--- config.mk ---
export PLATFORM = sky130hd
export DESIGN_NAME = gfmul_arbiter_flat
export DESIGN_NICKNAME = d
export VERILOG_FILES = /design/src/rtl/gf_pkg.sv /design/src/rtl/gfmul_arbiter_if.sv /design/src/rtl/gfmul_arbiter_gfmul.sv /design/src/rtl/gfmul_arbiter.sv /design/src/flat_wrapper.sv
export SDC_FILE = /design/constraint.sdc
export NUM_CORES = 1
export LEC_CHECK = 0
export ABC_AREA = 1
export CAP_MARGIN = 15
export CORE_ASPECT_RATIO = 0.8
export CORE_UTILIZATION = 51
export DETAILED_ROUTE_END_ITERATION = 10
export HOLD_SLACK_MARGIN = 0.15
export PLACE_DENSITY = 0.87
export SETUP_SLACK_MARGIN = 0.1
export SYNTH_ARGS = -nofsm -noshare
export SYNTH_HDL_FRONTEND = slang
export SYNTH_SLANG_ARGS = --single-unit
--- constraint.sdc ---
create_clock -name clk -period 3.8 [get_ports clk]
set_input_delay 0.76 -clock clk [delete_from_list [all_inputs] [get_ports clk]]
set_output_delay 0.76 -clock clk [all_outputs]
set_load 0.005 [all_outputs]
--- src/rtl/gf_pkg.sv ---
// -----------------------------------------------------------------------------
// gf_pkg
//   Shared GF(2^8) definitions for the RS-decoder datapath.
//   GF_W          symbol width
//   GF_POLY       field polynomial x^8+x^4+x^3+x^2+1
//   GFMUL_LATENCY pipeline depth of a gfmul built with REG_IN=1, REG_OUT=1
//   gf_mul_ref()  behavioural product a*b mod GF_POLY (shift-and-add)
// -----------------------------------------------------------------------------
package gf_pkg;

    localparam int unsigned GF_W          = 8;
    localparam logic [8:0]  GF_POLY       = 9'h11D;
    localparam int unsigned GFMUL_LATENCY = 2;

    function automatic logic [GF_W-1:0] gf_mul_ref(input logic [GF_W-1:0] a,
                                                   input logic [GF_W-1:0] b);
        logic [GF_W-1:0] p;
        logic [GF_W-1:0] x;
        p = '0;
        x = a;
        for (int unsigned i = 0; i < GF_W; i++) begin
            if (b[i]) p = p ^ x;
            // multiply x by alpha, reducing on overflow out of bit 7
            x = x[GF_W-1] ? ({x[GF_W-2:0], 1'b0} ^ GF_POLY[GF_W-1:0])
                          : {x[GF_W-2:0], 1'b0};
        end
        return p;
    endfunction

endpackage

--- src/rtl/gfmul_arbiter_if.sv ---
// -----------------------------------------------------------------------------
// gfmul_arbiter_if
//   Request/response bundle between the requesters and gfmul_arbiter.
//   req_valid  per-requester operation request
//   req_ready  one-hot grant (handshake = valid & ready)
//   req_a/b    operands, requester i at [8i+7:8i]
//   rsp_valid  one-hot, single-cycle result strobe
//   rsp_data   shared product bus, qualified by rsp_valid
//   modport master = requester side, slave = arbiter side
// -----------------------------------------------------------------------------
interface gfmul_arbiter_if
    import gf_pkg::*;
#(
    parameter int unsigned NUM_REQ = 4
);

    logic [NUM_REQ-1:0]      req_valid;
    logic [NUM_REQ-1:0]      req_ready;
    logic [GF_W*NUM_REQ-1:0] req_a;
    logic [GF_W*NUM_REQ-1:0] req_b;
    logic [NUM_REQ-1:0]      rsp_valid;
    logic [GF_W-1:0]         rsp_data;

    modport master (
        output req_valid, req_a, req_b,
        input  req_ready, rsp_valid, rsp_data
    );

    modport slave (
        input  req_valid, req_a, req_b,
        output req_ready, rsp_valid, rsp_data
    );

endinterface

--- src/rtl/gfmul_arbiter_gfmul.sv ---
// -----------------------------------------------------------------------------
// gfmul
//   Pipelined GF(2^8) multiplier, product in_1*in_2 mod GF_POLY.
//   REG_IN/REG_OUT select an operand register and a result register;
//   latency = REG_IN + REG_OUT. Pure datapath: no reset on any register.
//   clk    rising-edge clock
//   start  operation strobe, delayed alongside the data to form done
//   in_1   operand A
//   in_2   operand B
//   out    product
//   done   start delayed by the pipeline latency
// -----------------------------------------------------------------------------
module gfmul
    import gf_pkg::*;
#(
    parameter int unsigned REG_IN  = 1,
    parameter int unsigned REG_OUT = 1
) (
    input  logic            clk,
    input  logic            start,
    input  logic [GF_W-1:0] in_1,
    input  logic [GF_W-1:0] in_2,
    output logic [GF_W-1:0] out,
    output logic            done
);

    localparam int unsigned PW  = 2*GF_W - 1;
    localparam int unsigned LAT = REG_IN + REG_OUT;

    logic [GF_W-1:0] a_q;
    logic [GF_W-1:0] b_q;
    logic [GF_W-1:0] mul;
    logic [PW-1:0]   prod;

    generate
        if (REG_IN != 0) begin : g_reg_in
            always_ff @(posedge clk) begin
                a_q <= in_1;
                b_q <= in_2;
            end
        end else begin : g_comb_in
            always_comb begin
                a_q = in_1;
                b_q = in_2;
            end
        end
    endgenerate

    // Carry-less product, then fold the high bits back from the top down.
    always_comb begin
        prod = '0;
        for (int unsigned i = 0; i < GF_W; i++) begin
            if (b_q[i]) prod = prod ^ (PW'(a_q) << i);
        end
        for (int unsigned k = PW - 1; k >= GF_W; k--) begin
            if (prod[k]) prod = prod ^ (PW'(GF_POLY) << (k - GF_W));
        end
        mul = prod[GF_W-1:0];
    end

    generate
        if (REG_OUT != 0) begin : g_reg_out
            always_ff @(posedge clk) begin
                out <= mul;
            end
        end else begin : g_comb_out
            always_comb begin
                out = mul;
            end
        end
    endgenerate

    generate
        if (LAT != 0) begin : g_done_pipe
            logic [LAT-1:0] done_sr;
            always_ff @(posedge clk) begin
                done_sr[0] <= start;
                for (int unsigned k = 1; k < LAT; k++) begin
                    done_sr[k] <= done_sr[k-1];
                end
            end
            always_comb begin
                done = done_sr[LAT-1];
            end
        end else begin : g_done_comb
            always_comb begin
                done = start;
            end
        end
    endgenerate

endmodule

--- src/rtl/gfmul_arbiter.sv ---
// -----------------------------------------------------------------------------
// gfmul_arbiter
//   Round-robin arbiter sharing one pipelined GF(2^8) multiplier among
//   NUM_REQ requesters. One product accepted per cycle; each result is
//   returned on the shared rsp_data bus MUL_LATENCY cycles later with a
//   one-hot rsp_valid naming its requester.
//   clk    rising-edge clock
//   rst_n  asynchronous active-low reset
//   flush  synchronous: drop in-flight results, reset the priority pointer
//   bus    gfmul_arbiter_if.slave (req_valid/ready/a/b, rsp_valid/data)
//   busy   any product in flight
// -----------------------------------------------------------------------------
module gfmul_arbiter
    import gf_pkg::*;
#(
    parameter int unsigned NUM_REQ     = 4,
    parameter int unsigned MUL_LATENCY = GFMUL_LATENCY,
    parameter int unsigned REQ_W       = $clog2(NUM_REQ)
) (
    input  logic          clk,
    input  logic          rst_n,
    input  logic          flush,
    gfmul_arbiter_if.slave bus,
    output logic          busy
);

    logic [REQ_W-1:0]   rr_ptr;
    logic [NUM_REQ-1:0] grant;
    logic               hs;
    logic [REQ_W-1:0]   g;
    logic [GF_W-1:0]    mul_in_1;
    logic [GF_W-1:0]    mul_in_2;
    logic [GF_W-1:0]    mul_out;
    logic               mul_done_unused;

    logic [MUL_LATENCY-1:0] tag_vld;
    logic [REQ_W-1:0]       tag_idx [MUL_LATENCY];

    // Rotate so rr_ptr sits at bit 0, keep the lowest set bit, rotate back.
    function automatic logic [NUM_REQ-1:0] rr_pick(input logic [NUM_REQ-1:0] v,
                                                   input logic [REQ_W-1:0]   ptr);
        logic [NUM_REQ-1:0] rot;
        logic [NUM_REQ-1:0] pick;
        rot  = NUM_REQ'({v, v} >> ptr);
        pick = rot & (~rot + NUM_REQ'(1));
        return NUM_REQ'(({pick, pick} << ptr) >> NUM_REQ);
    endfunction

    always_comb begin
        grant = '0;
        if (rst_n && !flush) grant = rr_pick(bus.req_valid, rr_ptr);
    end

    always_comb begin
        hs = |grant;
        g  = '0;
        for (int unsigned i = 0; i < NUM_REQ; i++) begin
            if (grant[i]) g = REQ_W'(i);
        end
    end

    assign bus.req_ready = grant;

    // AND-OR operand mux; zero when nothing is granted.
    always_comb begin
        mul_in_1 = '0;
        mul_in_2 = '0;
        for (int unsigned i = 0; i < NUM_REQ; i++) begin
            if (grant[i]) begin
                mul_in_1 = bus.req_a[GF_W*i +: GF_W];
                mul_in_2 = bus.req_b[GF_W*i +: GF_W];
            end
        end
    end

    gfmul #(
        .REG_IN  (1),
        .REG_OUT (MUL_LATENCY - 1)
    ) u_gfmul (
        .clk   (clk),
        .start (1'b0),
        .in_1  (mul_in_1),
        .in_2  (mul_in_2),
        .out   (mul_out),
        .done  (mul_done_unused)
    );

    // Control state: priority pointer and tag valid bits carry the reset.
    always_ff @(posedge clk or negedge rst_n) begin
        if (!rst_n) begin
            rr_ptr  <= '0;
            tag_vld <= '0;
        end else if (flush) begin
            rr_ptr  <= '0;
            tag_vld <= '0;
        end else begin
            if (hs) begin
                rr_ptr <= (g == REQ_W'(NUM_REQ - 1)) ? '0 : g + REQ_W'(1);
            end
            tag_vld[0] <= hs;
            for (int unsigned k = 1; k < MUL_LATENCY; k++) begin
                tag_vld[k] <= tag_vld[k-1];
            end
        end
    end

    // Tag indices are only meaningful under their valid bit.
    always_ff @(posedge clk) begin
        tag_idx[0] <= g;
        for (int unsigned k = 1; k < MUL_LATENCY; k++) begin
            tag_idx[k] <= tag_idx[k-1];
        end
    end

    // A result reaching the output in the flush cycle is dropped too.
    always_comb begin
        bus.rsp_valid = '0;
        if (tag_vld[MUL_LATENCY-1] && !flush) begin
            bus.rsp_valid[tag_idx[MUL_LATENCY-1]] = 1'b1;
        end
    end

    assign bus.rsp_data = mul_out;
    assign busy         = |tag_vld;

endmodule
--- src/flat_wrapper.sv ---
// flat-port wrapper written by rule: the top's interface ports become plain ports
module gfmul_arbiter_flat import gf_pkg::*;
#(
    parameter int unsigned NUM_REQ     = 4,
    parameter int unsigned MUL_LATENCY = GFMUL_LATENCY,
    parameter int unsigned REQ_W       = $clog2(NUM_REQ)
)
  (clk, rst_n, flush, busy, bus_req_valid, bus_req_a, bus_req_b, bus_req_ready, bus_rsp_valid, bus_rsp_data);
  gfmul_arbiter_if #(.NUM_REQ(NUM_REQ)) bus_i ();
  input  logic clk;
  input  logic rst_n;
  input  logic flush;
  output logic busy;
  input wire logic [$bits(bus_i.req_valid)-1:0] bus_req_valid;
  input wire logic [$bits(bus_i.req_a)-1:0] bus_req_a;
  input wire logic [$bits(bus_i.req_b)-1:0] bus_req_b;
  output wire logic [$bits(bus_i.req_ready)-1:0] bus_req_ready;
  output wire logic [$bits(bus_i.rsp_valid)-1:0] bus_rsp_valid;
  output wire logic [$bits(bus_i.rsp_data)-1:0] bus_rsp_data;
  assign bus_i.req_valid = bus_req_valid;
  assign bus_i.req_a = bus_req_a;
  assign bus_i.req_b = bus_req_b;
  assign bus_req_ready = bus_i.req_ready;
  assign bus_rsp_valid = bus_i.rsp_valid;
  assign bus_rsp_data = bus_i.rsp_data;
  gfmul_arbiter #(.NUM_REQ(NUM_REQ), .MUL_LATENCY(MUL_LATENCY), .REQ_W(REQ_W)) u_core (.clk(clk), .rst_n(rst_n), .flush(flush), .bus(bus_i), .busy(busy));
endmodule
==> Word level (Yosys, flattened, before mapping) <==
Memory sizes are Yosys's and may differ from the RTL's.
Index checks and enable logic that the tools add are counted.
{ "word_totals": {"out_inout_bits": 17, "ram_bits": 4, "mem_count": 1, "regBits": 28} }
{ "classes": {"n_shift": 2, "order_cmp": 2, "addsub": 2, "n_eq_ne": 1, "n_bitwise": 16, "muxes": 34, "n_reduce_logical": 7} }
{ "memory_table": {"columns": ["memory", "words", "width", "rd", "rd_clocked_by_memory_dff", "wr", "line_no", "rtl"], "rows": [
  ["u_core.tag_idx", 2, 2, 2, 0, 2, "gfmul_arbiter.sv:37", "logic [REQ_W-1:0] tag_idx [MUL_LATENCY];"]
]} }
{ "op_table": {"columns": ["operator", "n"], "rows": [
  ["15-bit 2-to-1 mux", 7],
  ["8-bit 2-to-1 mux", 10],
  ["4-bit NOT", 8],
  ["15-bit by 10-bit bitwise XOR with 15-bit output", 1],
  ["15-bit by 11-bit bitwise XOR with 15-bit output", 1],
  ["15-bit by 12-bit bitwise XOR with 15-bit output", 1],
  ["15-bit by 13-bit bitwise XOR with 15-bit output", 1],
  ["15-bit by 14-bit bitwise XOR with 15-bit output", 1],
  ["15-bit bitwise XOR", 1],
  ["2-bit 2-to-1 mux", 6],
  ["11-bit 2-to-1 mux", 1],
  ["10-bit 2-to-1 mux", 1],
  ["9-bit 2-to-1 mux", 1],
  ["8-bit by 9-bit bitwise XOR with 9-bit output", 1],
  ["4-bit 2-to-1 mux", 2],
  ["8-bit by 2-bit left shift with 8-bit output", 1],
  ["8-bit by 2-bit >> shifter with 4-bit output", 1],
  ["7-bit 2-to-1 mux", 1],
  ["6-bit 2-to-1 mux", 1],
  ["5-bit 2-to-1 mux", 1],
  ["4-bit by 1-bit adder with 4-bit output (second input constant)", 1],
  ["4-bit AND", 1],
  ["4-bit OR reduction", 1],
  ["1-bit logical AND", 3],
  ["9 further kinds", 10]
]} }

==> Depth between registers and ports, before layout <==
Gate-level depths: netlist (run 1).
{ "logic_depth": {"ltp_word": 29, "ltp_mapped": 15} }

==> Modules after synthesis <==
Synthesis (run 1) repeated with hierarchy kept, for this count alone.
{ "hier_totals": {"cells_unflattened": 509, "hier_area_um2": 3229.3} }
{ "modules_own_cells": {"columns": ["mod", "n_inst", "cells_each", "area_each_um2"], "rows": [
  ["gfmul", 1, 328, 2037.0],
  ["gfmul_arbiter", 1, 181, 1192.4]
]} }

==> Worst setup path after synthesis (run 1) <==
OpenSTA, ideal clock, no wires.
{ "synth_path": {"path_kind": "input to output", "from": "input port bus_req_valid[3]", "to": "output port bus_req_ready[2]", "stages": 10, "slack_ns": 1.396, "required_ns": 3.040, "arrival_ns": 1.644, "path_buffers": 1, "cell_sequence": "nand2_1 nand2_1 nand2_1 nand2_1 nor2_1 nand3_1 nand3_1 nand3_2 inv_2 buf_4"} }
{ "synth_via": {"elab_chain_cells": 6} }
{ "synth_lines": {"columns": ["element", "line_no", "rtl"], "rows": [
  ["from (decl)", "flat_wrapper.sv:14", "input wire logic [$bits(bus_i.req_valid)-1:0] bus_req_valid;"],
  ["8-bit by 2-bit >> shifter with 4-bit output (*)", "gfmul_arbiter.sv:44", "rot = NUM_REQ'({v, v} >> ptr);"],
  ["4-bit NOT", "gfmul_arbiter.sv:45", "pick = rot & (~rot + NUM_REQ'(1));"],
  ["4-bit by 1-bit adder with 4-bit output", "gfmul_arbiter.sv:45", null],
  ["4-bit AND (*)", "gfmul_arbiter.sv:45", null],
  ["8-bit by 2-bit left shift with 8-bit output (*)", "gfmul_arbiter.sv:46", "return NUM_REQ'(({pick, pick} << ptr) >> NUM_REQ);"],
  ["4-bit 2-to-1 mux (*)", "gfmul_arbiter.sv:51", "if (rst_n && !flush) grant = rr_pick(bus.req_valid, rr_ptr);"],
  ["to (decl)", "flat_wrapper.sv:17", "output wire logic [$bits(bus_i.req_ready)-1:0] bus_req_ready;"]
]} }
Mark *: on every way between the ends. The rest lies on a longest branch, timed or not.

==> Worst setup path in the final report (run 1) <==
{ "layout_path": {"from": "input port bus_req_valid[0]", "to": "output port bus_req_ready[2]"} }
The elaborated chain is that of the path after synthesis.

==> impl_metrics.env, run 1 <==
export IMPL_critPathLaunchType="primary input"
export IMPL_drt_first_pass_iters=8
export IMPL_die_h_um=68.23
export IMPL_ir_worst_vdd_v=0.0002793
export IMPL_seq_area_frac_synth=0.2362
export IMPL_synth_edff_count=0
export IMPL_final_hold_viol_count=0
export IMPL_syn_num_nets=515
export IMPL_vias_per_cell=5.141
export IMPL_ys_top_cells_by_area="nand2_1 (28%), dfxtp_1 (20%), xnor2_1 (10%)"
export IMPL_grt_pass1_vias=2857
export IMPL_portBuffers=87
export IMPL_synth_async_reset_ratio=0.1250
export IMPL_coreArea_mm2=0.005151
export IMPL_setup_viol=0
export IMPL_clock_sinks=32
export IMPL_layout_min_cycle_time_ns=3.378
export IMPL_fmax_ghz=0.2961
export IMPL_maxCapViolCount=0
export IMPL_clkTransAtPathRegs_ns=0.06
export IMPL_die_x_um=84.79
export IMPL_num_rows=23
export IMPL_cts_root_buffer_cell="clkbuf_8"
export IMPL_grt_max_degree=18
export IMPL_clockBufferDepth=2
export IMPL_whs_ns=0.3332
export IMPL_worstPathMaxFanout=3
export IMPL_rsz0062_at_grt="no"
export IMPL_ios=88
export IMPL_ys_ff_latch=32
export IMPL_yosysUniqueCellTypes=30
export IMPL_cts_buffers=5
export IMPL_outcome="complete, but fails checks"
export IMPL_critPathCaptureType="primary output"
export IMPL_avgSynthCellArea_um2=6.298
export IMPL_hold_buffers=0
export IMPL_grt_overflow=0
export IMPL_tightest_slew_ns=0.4344
export IMPL_cts_tree="built"
export IMPL_synth_top_area_cell="nand2_1"
export IMPL_antenna_found_initial=0
export IMPL_initial_core_util=0.5429
export IMPL_fin_skew_ns=0.004165
export IMPL_drc=3
export IMPL_area_growth_synth_to_final_pct=31.95
export IMPL_min_path_type="reg -> reg"
export IMPL_yosysWarningCount=0
export IMPL_clkLatencyLatePin_ns=0.28
export IMPL_syn_area_mm2=0.002796
export IMPL_dp_hpwl_um=5741
export IMPL_fin_nets=591
export IMPL_p_leak_nw=1.662
export IMPL_grt_pass1_wl_um=11990
export IMPL_slew_limit_headroom=0.7100
export IMPL_violations="DRC"
export IMPL_grtUsageTotal=0.2650
export IMPL_cts_resized=0
export IMPL_required_ns=3.04
export IMPL_synth_ff_type="dfxtp_1"
export IMPL_yosysTopAreaCellShare=0.2805
export IMPL_postCtsSetupRepairBufs=0
export IMPL_gp_congestion=0.9016
export IMPL_post_drt_wl_per_cell_um=12.13
export IMPL_post_route_period_util=0.8889
export IMPL_drt_initial_drc_count=311
export IMPL_wl_um=7046
export IMPL_powerDensity_mw_per_mm2=670.2
export IMPL_die_area_mm2=0.005785
export IMPL_drv_slew=0
export IMPL_crit_type="in -> out"
export IMPL_drive_gt1_frac=0.07900
export IMPL_htreeDepth=2
export IMPL_syn_inst=444
export IMPL_ant_nets=0
export IMPL_vias=2987
export IMPL_n_antenna_cell=0
export IMPL_setup_tns_ns=0
export IMPL_cp_arrival_ns=2.62
-- through the flow --
step | setup slack [ns] | instances | total power, mW | instance area, um^2 | utilization
final | 0.4223 | 581 | 2.473 | 3690 | 0.7163
after detailed placement | 0.4595 | 575 | 2.227 | 3617 | 0.7022
after global placement | 0.5161 | 575 | 2.142 | 3617 | 0.7022
after floorplan | 1.396 | 444 | 1.834 | 2796 | -
after global routing | 0.3041 | 581 | 2.702 | 3690 | 0.7163
after CTS | 0.4483 | 581 | 2.458 | 3690 | 0.7163
-- cells in the mapped netlist, types with 2 or more instances --
cell and n:
nand2_1 209, nand3_1 35, xnor2_1 32, inv_1 29, dfxtp_1 28, xor2_1 19
nand4_1 18, nand2_2 12, buf_2 11, buf_6 6, inv_2 6, nand3_2 6
buf_4 4, dfrtp_1 4, nor3_1 4, nand3b_1 3, a21oi_1 2, inv_4 2
nand2b_1 2, nor2_1 2
-- logic make-up after synthesis --
group / count (synthesis) / share of synthesized area
flip-flops: 32 / 0.2362
XOR/XNOR: 54 / 0.1812
AO/OA/AOI/OAI: 4 / 0.008053
AND/OR/NAND/NOR: 295 / 0.4667
buffers and inverters: 59 / 0.1078
-- state kept, by name, indices dropped and copies added, names as in the netlist --
signal / cells
u_core.u_gfmul.a_q: 8
u_core.u_gfmul.b_q: 8
u_core.u_gfmul.out: 8
u_core.tag_idx: 4
u_core.rr_ptr: 2
u_core.tag_vld: 2
-- cell type report --
type                       count  area [um^2]
clock buffer                   6        72.57
fill                         424         1461
inverter                      37        143.9
multi-input combinational    353         1834
sequential                    32        660.6
tap                           62        77.57
timing repair buffer          91        900.9
-- critical path, stage by stage --
cell,delay (ns)
clkdlybuf4s50_1,0.50
nand2_1,0.08
nand3_1,0.11
nand2_1,0.06
nor2_1,0.15
nand3_1,0.12
nand3_1,0.11
nand3_2,0.11
inv_2,0.10
clkdlybuf4s50_1,0.50
-- cells in the final DEF, fill, tap and decap left out, drive strengths merged, types with 3 or more instances in the layout --
| cell | count |
|---|---|
| clkdlybuf4s50 | 87 |
| xor2 | 20 |
| nand3 | 41 |
| nand3b | 3 |
| nor2 | 3 |
| inv | 37 |
| xnor2 | 34 |
| clkbuf | 6 |
| nand4 | 18 |
| dfrtp | 4 |
| nor3 | 4 |
| buf | 4 |
| nand2 | 222 |
| dfxtp | 28 |
-- final timing paths --
kind,cells past startpoint,slack (ns),endpoint,from
max in group asynchronous,1,2.91,u_core.tag_vld[0],rst_n
hold reg to reg,0,0.33,u_core.tag_idx[0][3],u_core.tag_idx[0][1]
setup / recovery,10,0.42,bus_req_ready[2],bus_req_valid[0]
setup reg to reg,12,1.61,u_core.rr_ptr[1],u_core.rr_ptr[1]
min in group asynchronous,1,0.70,u_core.tag_vld[1],rst_n
hold / removal,0,0.33,u_core.tag_idx[0][3],u_core.tag_idx[0][1]
-- per-layer routing --
metal  track usage  up-vias  wire length (um)
met4        0.1123        0               138
met3       0.06031       15               572
met1        0.3037     1319              3060
li1              -     1518                 -
met5             0        -                 0
met2        0.4868      135              3275
-- power breakdown --
group | internal (mW) | total, mW | switching [mW] | leakage [nW]
clock network | 0.122 | 0.234 | 0.112 | 0.0371
registers | 0.495 | 0.722 | 0.227 | 0.284
logic | 0.659 | 1.52 | 0.858 | 1.34
total | 1.28 | 2.47 | 1.20 | 1.66
(Power assumes the default switching activity.)
==> inputs of run 2 (changes only) <==
--- a/config.mk
+++ b/config.mk
@@ -6,12 +6,13 @@
 export NUM_CORES = 1
 export LEC_CHECK = 0
 export ABC_AREA = 1
-export CAP_MARGIN = 15
+export CAP_MARGIN = 20
 export CORE_ASPECT_RATIO = 0.8
 export CORE_UTILIZATION = 51
 export DETAILED_ROUTE_END_ITERATION = 10
+export GPL_ROUTABILITY_DRIVEN = 0
 export HOLD_SLACK_MARGIN = 0.15
-export PLACE_DENSITY = 0.87
+export PLACE_DENSITY = 0.88
 export SETUP_SLACK_MARGIN = 0.1
 export SYNTH_ARGS = -nofsm -noshare
 export SYNTH_HDL_FRONTEND = slang
==> impl_metrics.env, run 2 (synthesized netlist as in run 1, its figures left out) <==
export IMPL_portBuffers=87
export IMPL_worstPathMaxFanout=7
export IMPL_grt_pass1_wl_um=11670
export IMPL_grt_pass1_vias=2720
export IMPL_htreeDepth=2
export IMPL_layout_setup_ws_ns=0.3554
export IMPL_p_int_mw=1.301
export IMPL_final_util=0.7197
export IMPL_die_x_um=84.79
export IMPL_critPathCaptureType="primary output"
export IMPL_drive_gt1_frac=0.08061
export IMPL_ir_worst_vdd_v=0.0002765
export IMPL_ant_nets=0
export IMPL_final_hold_viol_count=0
export IMPL_setup_viol=0
export IMPL_setup_tns_ns=0
export IMPL_grt_max_degree=18
export IMPL_final_common_cell="nand2_1"
export IMPL_reg_top3="u_core.u_gfmul.a_q (8), u_core.u_gfmul.b_q (8), u_core.u_gfmul.out (8)"
export IMPL_antenna_found_initial=0
export IMPL_clockPowerShare=0.105
export IMPL_place_ws_ns=0.3964
export IMPL_postCtsSetupRepairBufs=0
export IMPL_ios=88
export IMPL_hold_buffers=0
export IMPL_p_leak_nw=1.670
export IMPL_layout_min_cycle_time_ns=3.445
export IMPL_required_ns=3.04
export IMPL_critPathLaunchType="primary input"
export IMPL_p_comb_frac=0.605
export IMPL_cts_root_buffer_cell="clkbuf_8"
export IMPL_fin_nets=591
export IMPL_maxCapViolCount=0
export IMPL_cts_buffers=5
export IMPL_post_drt_wl_per_cell_um=12.08
export IMPL_slew_limit_headroom=0.7084
export IMPL_num_rows=23
export IMPL_tightest_slew_ns=0.4368
export IMPL_fin_skew_ns=0.002534
export IMPL_register_area_um2=660.6
export IMPL_crit_type="in -> out"
export IMPL_rsz0062_at_grt="no"
export IMPL_die_h_um=68.23
export IMPL_layout_common_cells="nand2_1 (209), clkdlybuf4s50_1 (87), nand3_1 (35)"
export IMPL_clockBufferDepth=2
export IMPL_coreArea_mm2=0.005151
export IMPL_cts_tree="built"
export IMPL_drt_first_pass_iters=8
export IMPL_n_antenna_cell=0
export IMPL_switching_power_mw=1.185
export IMPL_initial_core_util=0.5429
export IMPL_clkTransAtPathRegs_ns=0.06
export IMPL_cts_resized=0
export IMPL_post_route_period_util=0.9065
export IMPL_vias_per_cell=5.115
export IMPL_drt_initial_drc_count=201
export IMPL_wl_um=7043
export IMPL_violations="DRC"
export IMPL_outcome="complete, but fails checks"
export IMPL_clock_sinks=32
export IMPL_p_sw_frac=0.4767
export IMPL_dp_hpwl_um=5727
export IMPL_fmax_ghz=0.2903
export IMPL_min_path_type="reg -> reg"
export IMPL_drv_slew=0
export IMPL_nFillCells=415
export IMPL_area_growth_synth_to_final_pct=32.57
export IMPL_cp_arrival_ns=2.68
export IMPL_multi_input_area_mm2=0.001834
export IMPL_die_area_mm2=0.005785
export IMPL_powerDensity_mw_per_mm2=670.8
export IMPL_clkLatencyLatePin_ns=0.28
export IMPL_power_frac_seq=0.291
export IMPL_vias=2982
export IMPL_drc=3
export IMPL_grtUsageTotal=0.2595
export IMPL_grt_overflow=0
[run 2: changes by cell type in the layout (fill, tap and decap cells not counted), sizes merged]
cell    previous run  this run
clkbuf             6         8
[run 2: layout make-up]
type / count / area share
well taps: 62 / 0.02092
inverters: 37 / 0.03881
multi-input cells: 353 / 0.4948
clock buffers: 8 / 0.02430
repair buffers: 91 / 0.2430
flip-flops and latches: 32 / 0.1782
[run 2: power by group through the flow]
stage | clock, mW | sequential, mW | combinational (mW)
after global routing | 0.285 | 0.741 | 1.68
after detailed placement | 0 | 0.720 | 1.49
final | 0.261 | 0.723 | 1.50
after global placement | 0 | 0.714 | 1.42
after floorplan | 0 | 0.539 | 1.30
after CTS | 0.263 | 0.713 | 1.50
[run 2: metrics by stage]
step	hold WS, ns	std cells	cell area [um^2]	total power, mW
2_1_floorplan	0.3096	444	2796	1.834
3_3_place_gp	0.3122	575	3617	2.131
3_5_place_dp	0.3121	575	3617	2.210
4_1_cts	0.3262	583	3707	2.478
5_1_grt	0.3478	583	3707	2.711
6_report	0.3282	583	3707	2.487
[run 2: worst max-delay path: stages]
cell and delay [ns]:
clkdlybuf4s50_1 0.45, inv_1 0.08, nand2_1 0.05, nand3_1 0.10
nand2_1 0.10, nor2_1 0.15, nand3_1 0.12, nand3_1 0.11
nand3_2 0.11, inv_2 0.14, clkdlybuf4s50_1 0.52
[run 2: layer usage]
layer,share of wire,track usage
met1,0.44,0.3009
met3,0.066,0.06031
met5,0,0
met2,0.48,0.4756
met4,0.018,0.09958
[run 2: path summary, 6_finish.rpt]
| kind | end | cells past startpoint | startpoint | slack (ns) |
|---|---|---|---|---|
| max | bus_req_ready[2] | 11 | bus_req_valid[1] | 0.36 |
| min | u_core.tag_idx[0][2] | 0 | u_core.tag_idx[0][0] | 0.33 |
| max reg2reg | u_core.rr_ptr[1] | 13 | u_core.rr_ptr[0] | 1.66 |
| min reg2reg | u_core.tag_idx[0][2] | 0 | u_core.tag_idx[0][0] | 0.33 |
| max in group asynchronous | u_core.tag_vld[0] | 1 | rst_n | 2.93 |
| min in group asynchronous | u_core.rr_ptr[0] | 1 | rst_n | 0.69 |
==> inputs of run 3 (changes only) <==
--- a/config.mk
+++ b/config.mk
@@ -6,7 +6,6 @@
 export NUM_CORES = 1
 export LEC_CHECK = 0
 export ABC_AREA = 1
-export CAP_MARGIN = 20
 export CORE_ASPECT_RATIO = 0.8
 export CORE_UTILIZATION = 51
 export DETAILED_ROUTE_END_ITERATION = 10
==> results of run 3 <==
Same layout as run 2: the final DEF is identical, and so are final timing and power.
